## src/rtl/lcd_writer.sv

```systemverilog
// HD44780 4-bit write-only driver: power-on init, config bytes, then one byte per iWrite.
// Byte starts the cycle after acceptance; oReady is low (writes dropped) until the post-byte wait ends.
module lcd_writer #(
    parameter int P_POWERON = 750000,
    parameter int P_INIT_W1 = 205000,
    parameter int P_INIT_W2 = 5000,
    parameter int P_SETUP   = 2,
    parameter int P_EHIGH   = 12,
    parameter int P_GAP     = 50,
    parameter int P_CMD     = 2000,
    parameter int P_CLEAR   = 82000
) (
    input  logic       Clock,
    input  logic       Reset,
    input  logic [7:0] iData,
    input  logic       iRS,
    input  logic       iWrite,
    output logic       oReady,
    output logic       oLCD_E,
    output logic       oLCD_RS,
    output logic       oLCD_RW,
    output logic [3:0] oLCD_Data
);

    function automatic int imax(input int a, input int b);
        return (a > b) ? a : b;
    endfunction

    localparam int P_MAX = imax(imax(imax(P_POWERON, P_INIT_W1), imax(P_INIT_W2, P_SETUP)),
                                imax(imax(P_EHIGH, P_GAP), imax(P_CMD, P_CLEAR)));
    localparam int CW = ($clog2(P_MAX + 1) > 20) ? $clog2(P_MAX + 1) : 20;

    typedef enum logic [3:0] {
        PWR_WAIT, INIT_NIB, INIT_WAIT, CFG, IDLE, HI_NIB, GAP, LO_NIB, POST_WAIT
    } state_t;

    // Every wait lasts at least one cycle, even if a parameter is set to 0.
    function automatic logic [CW-1:0] ld(input int v);
        return (v < 1) ? CW'(1) : CW'(v);
    endfunction

    function automatic logic [7:0] cfg_byte(input logic [2:0] idx);
        case (idx)
            3'd0:    return 8'h28;
            3'd1:    return 8'h06;
            3'd2:    return 8'h0C;
            3'd3:    return 8'h01;
            default: return 8'h00;
        endcase
    endfunction

    state_t      state_q, state_d;
    logic [CW-1:0] cnt_q, cnt_d;
    logic        eph_q, eph_d;
    logic [1:0]  init_idx_q, init_idx_d;
    logic [2:0]  cfg_idx_q, cfg_idx_d;
    logic [7:0]  byte_q, byte_d;
    logic        rs_q, rs_d;
    logic        lcd_e_q, lcd_e_d;
    logic        lcd_rs_q, lcd_rs_d;
    logic [3:0]  lcd_dat_q, lcd_dat_d;
    logic        rdy_q, rdy_d;
    logic        cnt_last;

    always_comb begin
        state_d    = state_q;
        cnt_d      = cnt_q - CW'(1);
        eph_d      = eph_q;
        init_idx_d = init_idx_q;
        cfg_idx_d  = cfg_idx_q;
        byte_d     = byte_q;
        rs_d       = rs_q;
        cnt_last   = (cnt_q == CW'(1));

        case (state_q)
            PWR_WAIT: begin
                if (cnt_last) begin
                    state_d = INIT_NIB;
                    cnt_d   = ld(P_SETUP);
                    eph_d   = 1'b0;
                end
            end
            INIT_NIB, HI_NIB, LO_NIB: begin
                // eph_q splits each nibble into its setup window and its E-high window.
                if (cnt_last && !eph_q) begin
                    eph_d = 1'b1;
                    cnt_d = ld(P_EHIGH);
                end else if (cnt_last) begin
                    eph_d = 1'b0;
                    case (state_q)
                        INIT_NIB: begin
                            state_d = INIT_WAIT;
                            case (init_idx_q)
                                2'd0:    cnt_d = ld(P_INIT_W1);
                                2'd1:    cnt_d = ld(P_INIT_W2);
                                default: cnt_d = ld(P_CMD);
                            endcase
                        end
                        HI_NIB: begin
                            state_d = GAP;
                            cnt_d   = ld(P_GAP);
                        end
                        default: begin
                            state_d = POST_WAIT;
                            cnt_d   = (!rs_q && (byte_q == 8'h01 || byte_q == 8'h02))
                                      ? ld(P_CLEAR) : ld(P_CMD);
                        end
                    endcase
                end
            end
            INIT_WAIT: begin
                if (cnt_last && init_idx_q == 2'd3) begin
                    state_d = CFG;
                end else if (cnt_last) begin
                    state_d    = INIT_NIB;
                    init_idx_d = init_idx_q + 2'd1;
                    cnt_d      = ld(P_SETUP);
                end
            end
            CFG: begin
                state_d   = HI_NIB;
                byte_d    = cfg_byte(cfg_idx_q);
                rs_d      = 1'b0;
                cfg_idx_d = cfg_idx_q + 3'd1;
                cnt_d     = ld(P_SETUP);
                eph_d     = 1'b0;
            end
            IDLE: begin
                cnt_d = cnt_q;
                if (iWrite) begin
                    state_d = HI_NIB;
                    byte_d  = iData;
                    rs_d    = iRS;
                    cnt_d   = ld(P_SETUP);
                    eph_d   = 1'b0;
                end
            end
            GAP: begin
                if (cnt_last) begin
                    state_d = LO_NIB;
                    cnt_d   = ld(P_SETUP);
                end
            end
            POST_WAIT: begin
                if (cnt_last) begin
                    state_d = (cfg_idx_q < 3'd4) ? CFG : IDLE;
                end
            end
            default: begin
                state_d = PWR_WAIT;
                cnt_d   = ld(P_POWERON);
            end
        endcase
    end

    // Pins are registered from next-state values so they switch on the same edge as the FSM.
    always_comb begin
        lcd_dat_d = lcd_dat_q;
        lcd_rs_d  = lcd_rs_q;
        lcd_e_d   = eph_d && (state_d == INIT_NIB || state_d == HI_NIB || state_d == LO_NIB);
        rdy_d     = (state_d == IDLE);
        case (state_d)
            INIT_NIB: begin
                lcd_dat_d = (init_idx_d == 2'd3) ? 4'h2 : 4'h3;
                lcd_rs_d  = 1'b0;
            end
            HI_NIB: begin
                lcd_dat_d = byte_d[7:4];
                lcd_rs_d  = rs_d;
            end
            LO_NIB: begin
                lcd_dat_d = byte_d[3:0];
                lcd_rs_d  = rs_d;
            end
            default: ;
        endcase
    end

    always_ff @(posedge Clock) begin
        if (Reset) begin
            state_q    <= PWR_WAIT;
            cnt_q      <= ld(P_POWERON);
            eph_q      <= 1'b0;
            init_idx_q <= 2'd0;
            cfg_idx_q  <= 3'd0;
            byte_q     <= 8'h00;
            rs_q       <= 1'b0;
            lcd_e_q    <= 1'b0;
            lcd_rs_q   <= 1'b0;
            lcd_dat_q  <= 4'h0;
            rdy_q      <= 1'b0;
        end else begin
            state_q    <= state_d;
            cnt_q      <= cnt_d;
            eph_q      <= eph_d;
            init_idx_q <= init_idx_d;
            cfg_idx_q  <= cfg_idx_d;
            byte_q     <= byte_d;
            rs_q       <= rs_d;
            lcd_e_q    <= lcd_e_d;
            lcd_rs_q   <= lcd_rs_d;
            lcd_dat_q  <= lcd_dat_d;
            rdy_q      <= rdy_d;
        end
    end

    assign oReady    = rdy_q;
    assign oLCD_E    = lcd_e_q;
    assign oLCD_RS   = lcd_rs_q;
    assign oLCD_RW   = 1'b0;
    assign oLCD_Data = lcd_dat_q;

endmodule

```

## config.mk

```make
export PLATFORM = sky130hd
export DESIGN_NAME = lcd_writer
export DESIGN_NICKNAME = d
export VERILOG_FILES = /design/src/rtl/lcd_writer.sv
export SDC_FILE = /design/constraint.sdc
export NUM_CORES = 1
export LEC_CHECK = 0
export ABC_AREA = 1
export CORE_AREA = 2 2 77 108
export CTS_CLUSTER_SIZE = 10
export DETAILED_ROUTE_END_ITERATION = 7
export DIE_AREA = 0 0 79 110
export SLEW_MARGIN = 30
export SYNTH_ARGS = -nofsm -noshare
export SYNTH_HDL_FRONTEND = slang
export SYNTH_SLANG_ARGS = --single-unit
```

## constraint.sdc

```tcl
create_clock -name Clock -period 7.4 [get_ports Clock]
set_clock_uncertainty 0.2 [all_clocks]
set_input_delay 1.48 -clock Clock [delete_from_list [all_inputs] [get_ports Clock]]
set_output_delay 1.48 -clock Clock [all_outputs]
set_load 0.01 [all_outputs]
```

==> results of run 1 <==
[kinds of logic (layout without fill, tap and decap cells)]
family                   count (synthesis)  count (layout)  synth area share [%]
AND/OR/NAND/NOR                        194             194                  31.4
buffers and inverters                   80             100                  10.5
AO/OA/AOI/OAI                           79              79                  16.5
flip-flops                              46              46                  30.5
XOR/XNOR                                19              19                  5.52
adder cells (fa/ha/maj)                 13              13                  5.39
other                                    1               1                 0.124
[worst register-to-register path: cells and delay by family, from the launching register on]
kind / cells / cell delay (ps)
buffers and inverters: 4 / 440
AND/OR/NAND/NOR: 10 / 1440
AO/OA/AOI/OAI: 1 / 110
flip-flops: 1 / 330
adder cells (fa/ha/maj): 2 / 540
[metal layers]
metal  GRT usage [%]  wire (um)  vias to the layer above
met2            39.7       4410                       66
met1            20.2       3160                     1330
met5               0          0                        -
li1                -          -                     1447
met3            3.58        204                       30
met4            11.5        402                        0
[worst max path at each step]
stage	startpoint	to	slack, ps
4_1_cts	iWrite	oLCD_E$_SDFF_PP0_	4140
3_3_place_gp	iWrite	oLCD_E$_SDFF_PP0_	3850
6_report	iWrite	oLCD_E$_SDFF_PP0_	4160
5_1_grt	cnt_q[1]$_SDFFE_PP0P_	oLCD_Data[3]$_SDFFE_PP0P_	3940
3_5_place_dp	iWrite	oLCD_E$_SDFF_PP0_	3810
2_1_floorplan	iWrite	oLCD_Data[1]$_SDFFE_PP0P_	4660
[through the flow]
step,worst slack [ps],power [uW],area (um^2),std cells
floorplan,4660,400,3020,432
global placement,3850,441,3290,544
global route,3940,668,3400,552
finish,4160,634,3400,552
detailed placement,3810,441,3290,544
CTS,4140,638,3400,552
[sequential cells by signal, summed over array words and instances, names as in the netlist]
register,cells
cnt_q,20
byte_q,8
oLCD_Data,4
state_q,4
cfg_idx_q,3
init_idx_q,2
eph_q,1
oLCD_E,1
oLCD_RS,1
oReady,1
rs_q,1
[power breakdown]
part	switching (uW)	internal, uW
Clock	95.7	101
Sequential	22.3	268
Combinational	85.2	60.8
[Yosys cell counts (all sizes together), types with 5 or more instances]
cell	count	area [um^2]
nand3	17	115
nand2	82	338
dfxtp	46	921
nand4	9	56.3
ha	13	163
inv	73	279
o2111ai	9	78.8
nor3	9	50.1
xnor2	5	43.8
nor2	72	355
xor2	14	123
o22ai	5	31.3
o21ai	26	134
a31oi	5	31.3
a21oi	22	125
[layout make-up]
class | count | share of cell area, %
Inverter | 73 | 8.20
Clock buffer | 6 | 2.13
Timing Repair Buffer | 19 | 5.52
Sequential cell | 46 | 27.1
Multi-Input combinational cell | 306 | 52.3
Tap cell | 100 | 3.68
Clock inverter | 2 | 1.10
==> results.py, run 1 <==
metrics = {
    "status": {
        "outcome": "finished, final reports clean",
    },
    "synth": {
        "synth_async_sr_flop_share_pct": 0,
        "ys_seq_elements": 46,
        "synth_seq_area_share_pct": 30.5,
        "synth_flop_cell": "dfxtp_1",
        "synthDistinctLibCells": 43,
        "yosysWarnings": 0,
        "synth_nets": 457,
        "synth_edf_count": 0,
        "postSynthCellCount": 432,
        "synth.avg_cell_area_um2": 6.98,
        "mappedNetlistArea_um2": 3020,
    },
    "global_routing": {
        "gr-usage-all-layers_pct": 20.4,
        "grt_pass1_vias": 3001,
        "antenna_found_initial": 0,
        "grt_max_degree": 24,
        "gr-total-overflow": 0,
        "grt_pass1_wl_um": 13900,
    },
    "sta": {
        "hold_ws_ps": 282,
        "relSlewSlack_pct": 39.1,
        "fin_crit_sh_pct": 43.8,
        "finalCriticalPeriod_ps": 3240,
        "hold_viol": 0,
        "final-max-slew-violation-count": 0,
        "grt_setup_unrepaired": "false",
        "setup_viol": 0,
        "worst_pin_slew_ps": 913,
        "fmax_mhz": 309,
        "tns_ps": 0,
    },
    "layout": {
        "fin_util_pct": 44.2,
        "multi_input_area_um2": 1780,
        "nets": 476,
        "n_antenna_cell": 0,
        "layout-drive-gt1-share_pct": 11.3,
        "area.sequential_um2": 921,
        "fill_cells": 840,
        "layout_common_cells": "nand2_1 (74), inv_1 (62), nor2_1 (57)",
        "area_growth_pct": 12.8,
        "final_common_cell": "nand2_1",
    },
    "worst_setup_path": {
        "critPathTopFamily": "buffers and inverters",
        "worst-r2r-setup-slack_ps": 4270,
        "arrival_ps": 3280,
        "crit_fanout": 17,
        "crit_path_max_incr_delay_ps": 570,
        "start_kind": "primary input",
        "path_class": "in2reg",
        "path_buf_inv": 2,
        "cpMaxStageDelayCell": "nor2_2",
        "reg2reg_depth": 17,
        "cp_num_cells": 6,
        "endpoint_kind": "flop",
        "r2r_end": "oLCD_RS$_SDFFE_PP0P_",
        "cp.required_ps": 7440,
        "cp_cell_sequence": "clkdlybuf4s50_1 > nor2_2 > inv_1 > a31oi_1 > a311oi_1 > nor3_2",
        "reg2reg_from": "cnt_q[1]$_SDFFE_PP0P_",
    },
    "cts": {
        "path_clk_slew_ps": 100,
        "clockBufferDepth": 2,
        "ctsResizeCount": 0,
        "cts-root-buf": "clkbuf_8",
        "hold_buffers": 0,
        "cts_tree": "done",
        "cts_made_buffers": 5,
        "insertion_delay_ps": 310,
        "cts_max_level": 2,
        "clkSinkCount": 46,
        "post_cts_buffers": 0,
    },
    "drt": {
        "detail-route-antenna-nets": 0,
        "drt_pass1_iterations": 4,
        "via_per_inst": 5.20,
        "drc_errors": 0,
        "vias": 2873,
        "drt_iter0_drc": 205,
        "routed_wl_um": 8180,
        "wl_per_cell_um": 14.8,
    },
    "place": {
        "io_buffers": 18,
        "gp_congestion": 0.913,
        "hpwlAfterDp_um": 6450,
    },
    "hold_path": {
        "hp-class": "reg2reg",
        "hold_depth": 2,
        "min_to": "oLCD_RS$_SDFFE_PP0P_",
        "hold_start": "oLCD_RS$_SDFFE_PP0P_",
    },
    "floorplanning": {
        "ios": 20,
        "start_util_pct": 39.2,
        "dieHeight_um": 110,
        "fp.dieW_um": 79,
        "rows": 38,
        "dieArea_um2": 8690,
        "core_um2": 7700,
    },
    "power_and_ir_drop": {
        "p_leak_uw": 0.00135,
        "power_density_nw_per_um2": 186,
        "peakVddDrop_v": 0.0000852,
    },
    "flow_run": {
        "max_cap_viol_count": 0,
    },
}
Note: power is estimated with default switching activity, not from simulation.
==> run 2, diff against run 1 <==
Clock period 7.4 ns to 3.3 ns, I/O delays scaled along.
==> results.py, run 2 (same netlist as run 1, synthesis figures left out) <==
metrics = {
    "worst_setup_path": {
        "reg2reg_from": "cnt_q[1]$_SDFFE_PP0P_",
        "cp_cell_sequence": "inv_1 > ha_1 > nand2_1 > nor2_2 > nand3_4 > inv_4 > ha_2 > inv_1 > nand4_1 > nand2_1 > nand2_1 > nand2_1 > nand2_2 > nand2_1 > o21ai_0 > nand3_1 > nor2_1 > nor2_1",
        "endpoint_kind": "flop",
        "crit_fanout": 13,
        "path_class": "reg2reg",
        "r2r_end": "oLCD_Data[0]$_SDFFE_PP0P_",
        "worst-r2r-setup-slack_ps": 390,
        "reg2reg_depth": 18,
        "crit_path_max_incr_delay_ps": 340,
        "start_kind": "flop",
        "cp.required_ps": 3300,
        "cpMostUsedCell": "nand2_1",
        "cpMaxStageDelayCell": "dfxtp_1",
        "arrival_ps": 2920,
    },
    "cts": {
        "path_clk_slew_ps": 90,
        "cts_max_level": 2,
        "ctsResizeCount": 0,
        "clockBufferDepth": 2,
        "post_cts_buffers": 0,
        "cts_tree": "done",
        "hold_buffers": 0,
        "insertion_delay_ps": 300,
        "cts_made_buffers": 5,
        "clkSinkCount": 46,
        "cts-root-buf": "clkbuf_8",
    },
    "power_and_ir_drop": {
        "p_leak_uw": 0.00136,
        "p_int_uw": 965,
        "p_sw_share_pct": 31.8,
        "peakVddDrop_v": 0.000193,
        "power_density_nw_per_um2": 413,
        "p_seq_share_pct": 46.0,
        "p_comb_share_pct": 23.1,
        "clock_power_share_pct": 30.9,
        "power_switching_uw": 449,
    },
    "layout": {
        "layout_common_cells": "nand2_1 (74), inv_1 (62), nor2_1 (57)",
        "reg.largest.list": "cnt_q (20), byte_q (8)",
        "area_growth_pct": 13.6,
        "largest_reg_flops": 20,
        "top_register": "cnt_q",
        "n_antenna_cell": 0,
        "final_common_cell": "nand2_1",
        "stdcell_count": 555,
        "layout-drive-gt1-share_pct": 12.1,
        "nets": 479,
        "fill_cells": 816,
    },
    "global_routing": {
        "antenna_found_initial": 0,
        "grt_pass1_wl_um": 13200,
        "gr-usage-all-layers_pct": 19.3,
        "gr-total-overflow": 0,
        "grt_pass1_vias": 2861,
        "grt_max_degree": 21,
    },
    "floorplanning": {
        "core_um2": 7700,
        "ios": 20,
        "dieArea_um2": 8690,
        "fp.dieW_um": 79,
        "start_util_pct": 39.2,
        "rows": 38,
        "dieHeight_um": 110,
    },
    "drt": {
        "detail-route-antenna-nets": 0,
        "drc_errors": 0,
        "routed_wl_um": 7880,
        "drt_iter0_drc": 113,
        "via_per_inst": 5.08,
        "wl_per_cell_um": 14.2,
        "vias": 2817,
        "drt_pass1_iterations": 4,
    },
    "sta": {
        "worst_pin_slew_ps": 849,
        "hold_ws_ps": 281,
        "fmax_mhz": 343,
        "final-max-slew-violation-count": 0,
        "setup_viol": 0,
        "grt_setup_unrepaired": "false",
        "fin_crit_sh_pct": 88.3,
        "hold_viol": 0,
        "post-route-worst-setup-slack_ps": 386,
        "finalCriticalPeriod_ps": 2910,
        "relSlewSlack_pct": 43.4,
        "tns_ps": 0,
    },
    "place": {
        "dp.cells": 547,
        "pre_cts_ws_ps": 357,
        "gp_congestion": 0.902,
        "io_buffers": 18,
        "hpwlAfterDp_um": 6260,
    },
    "hold_path": {
        "hold_depth": 2,
        "hp-class": "reg2reg",
        "hold_start": "oLCD_RS$_SDFFE_PP0P_",
        "min_to": "oLCD_RS$_SDFFE_PP0P_",
    },
    "status": {
        "outcome": "finished, final reports clean",
    },
    "flow_run": {
        "max_cap_viol_count": 0,
    },
}
run 2: critical path: cells and delay by family, from the launching register on:
family                     cells  cell delay [ps]
and+or+nand+nor               12             1400
adders and majority gates      2              450
DFF                            1              340
buffers and inverters          3              310
AOI/OAI and AO/OA              1              110
run 2: metal layers:
layer | GRT usage (%) | wire length (um)
met2 | 38.3 | 4250
met5 | 0 | 0
met3 | 3.09 | 233
met4 | 7.64 | 265
met1 | 19.9 | 3130
run 2: cell type report:
cell class | instances | area [um^2] | area share, %
timing repair buffer | 22 | 210 | 6.13
multi-input combinational | 306 | 1780 | 52.0
inverter | 73 | 279 | 8.14
sequential | 46 | 921 | 26.9
clock buffer | 6 | 72.6 | 2.12
tap | 100 | 125 | 3.65
clock inverter | 2 | 37.5 | 1.10
run 2: through the flow:
| stage | utilization (%) | power [uW] | cell area (um^2) |
|---|---|---|---|
| final | 44.5 | 1410 | 3430 |
| after detailed placement | 43.0 | 986 | 3310 |
| after global placement | 43.0 | 988 | 3310 |
| after global routing | 44.5 | 1490 | 3430 |
| after CTS | 44.5 | 1420 | 3420 |
| after floorplan | - | 896 | 3020 |
run 2: power by group through the flow:
stage | Clock (uW) | Sequential, uW | Combinational [uW]
after floorplan | 0 | 656 | 240
after global placement | 0 | 663 | 326
after detailed placement | 0 | 662 | 325
after CTS | 441 | 650 | 327
after global routing | 465 | 656 | 367
final | 437 | 651 | 327
run 2: worst max path at each step:
stage / startpoint / depth (start not counted) / end / slack [ps]
after detailed placement: cnt_q[1]$_SDFFE_PP0P_ / 18 / oLCD_Data[0]$_SDFFE_PP0P_ / 360
after global routing: cnt_q[1]$_SDFFE_PP0P_ / 18 / oLCD_Data[2]$_SDFFE_PP0P_ / 80
after global placement: cnt_q[1]$_SDFFE_PP0P_ / 18 / oLCD_Data[0]$_SDFFE_PP0P_ / 400
after floorplan: cnt_q[1]$_SDFFE_PP0P_ / 18 / oLCD_Data[3]$_SDFFE_PP0P_ / 760
final: cnt_q[1]$_SDFFE_PP0P_ / 18 / oLCD_Data[0]$_SDFFE_PP0P_ / 390
after CTS: cnt_q[1]$_SDFFE_PP0P_ / 18 / oLCD_Data[0]$_SDFFE_PP0P_ / 320
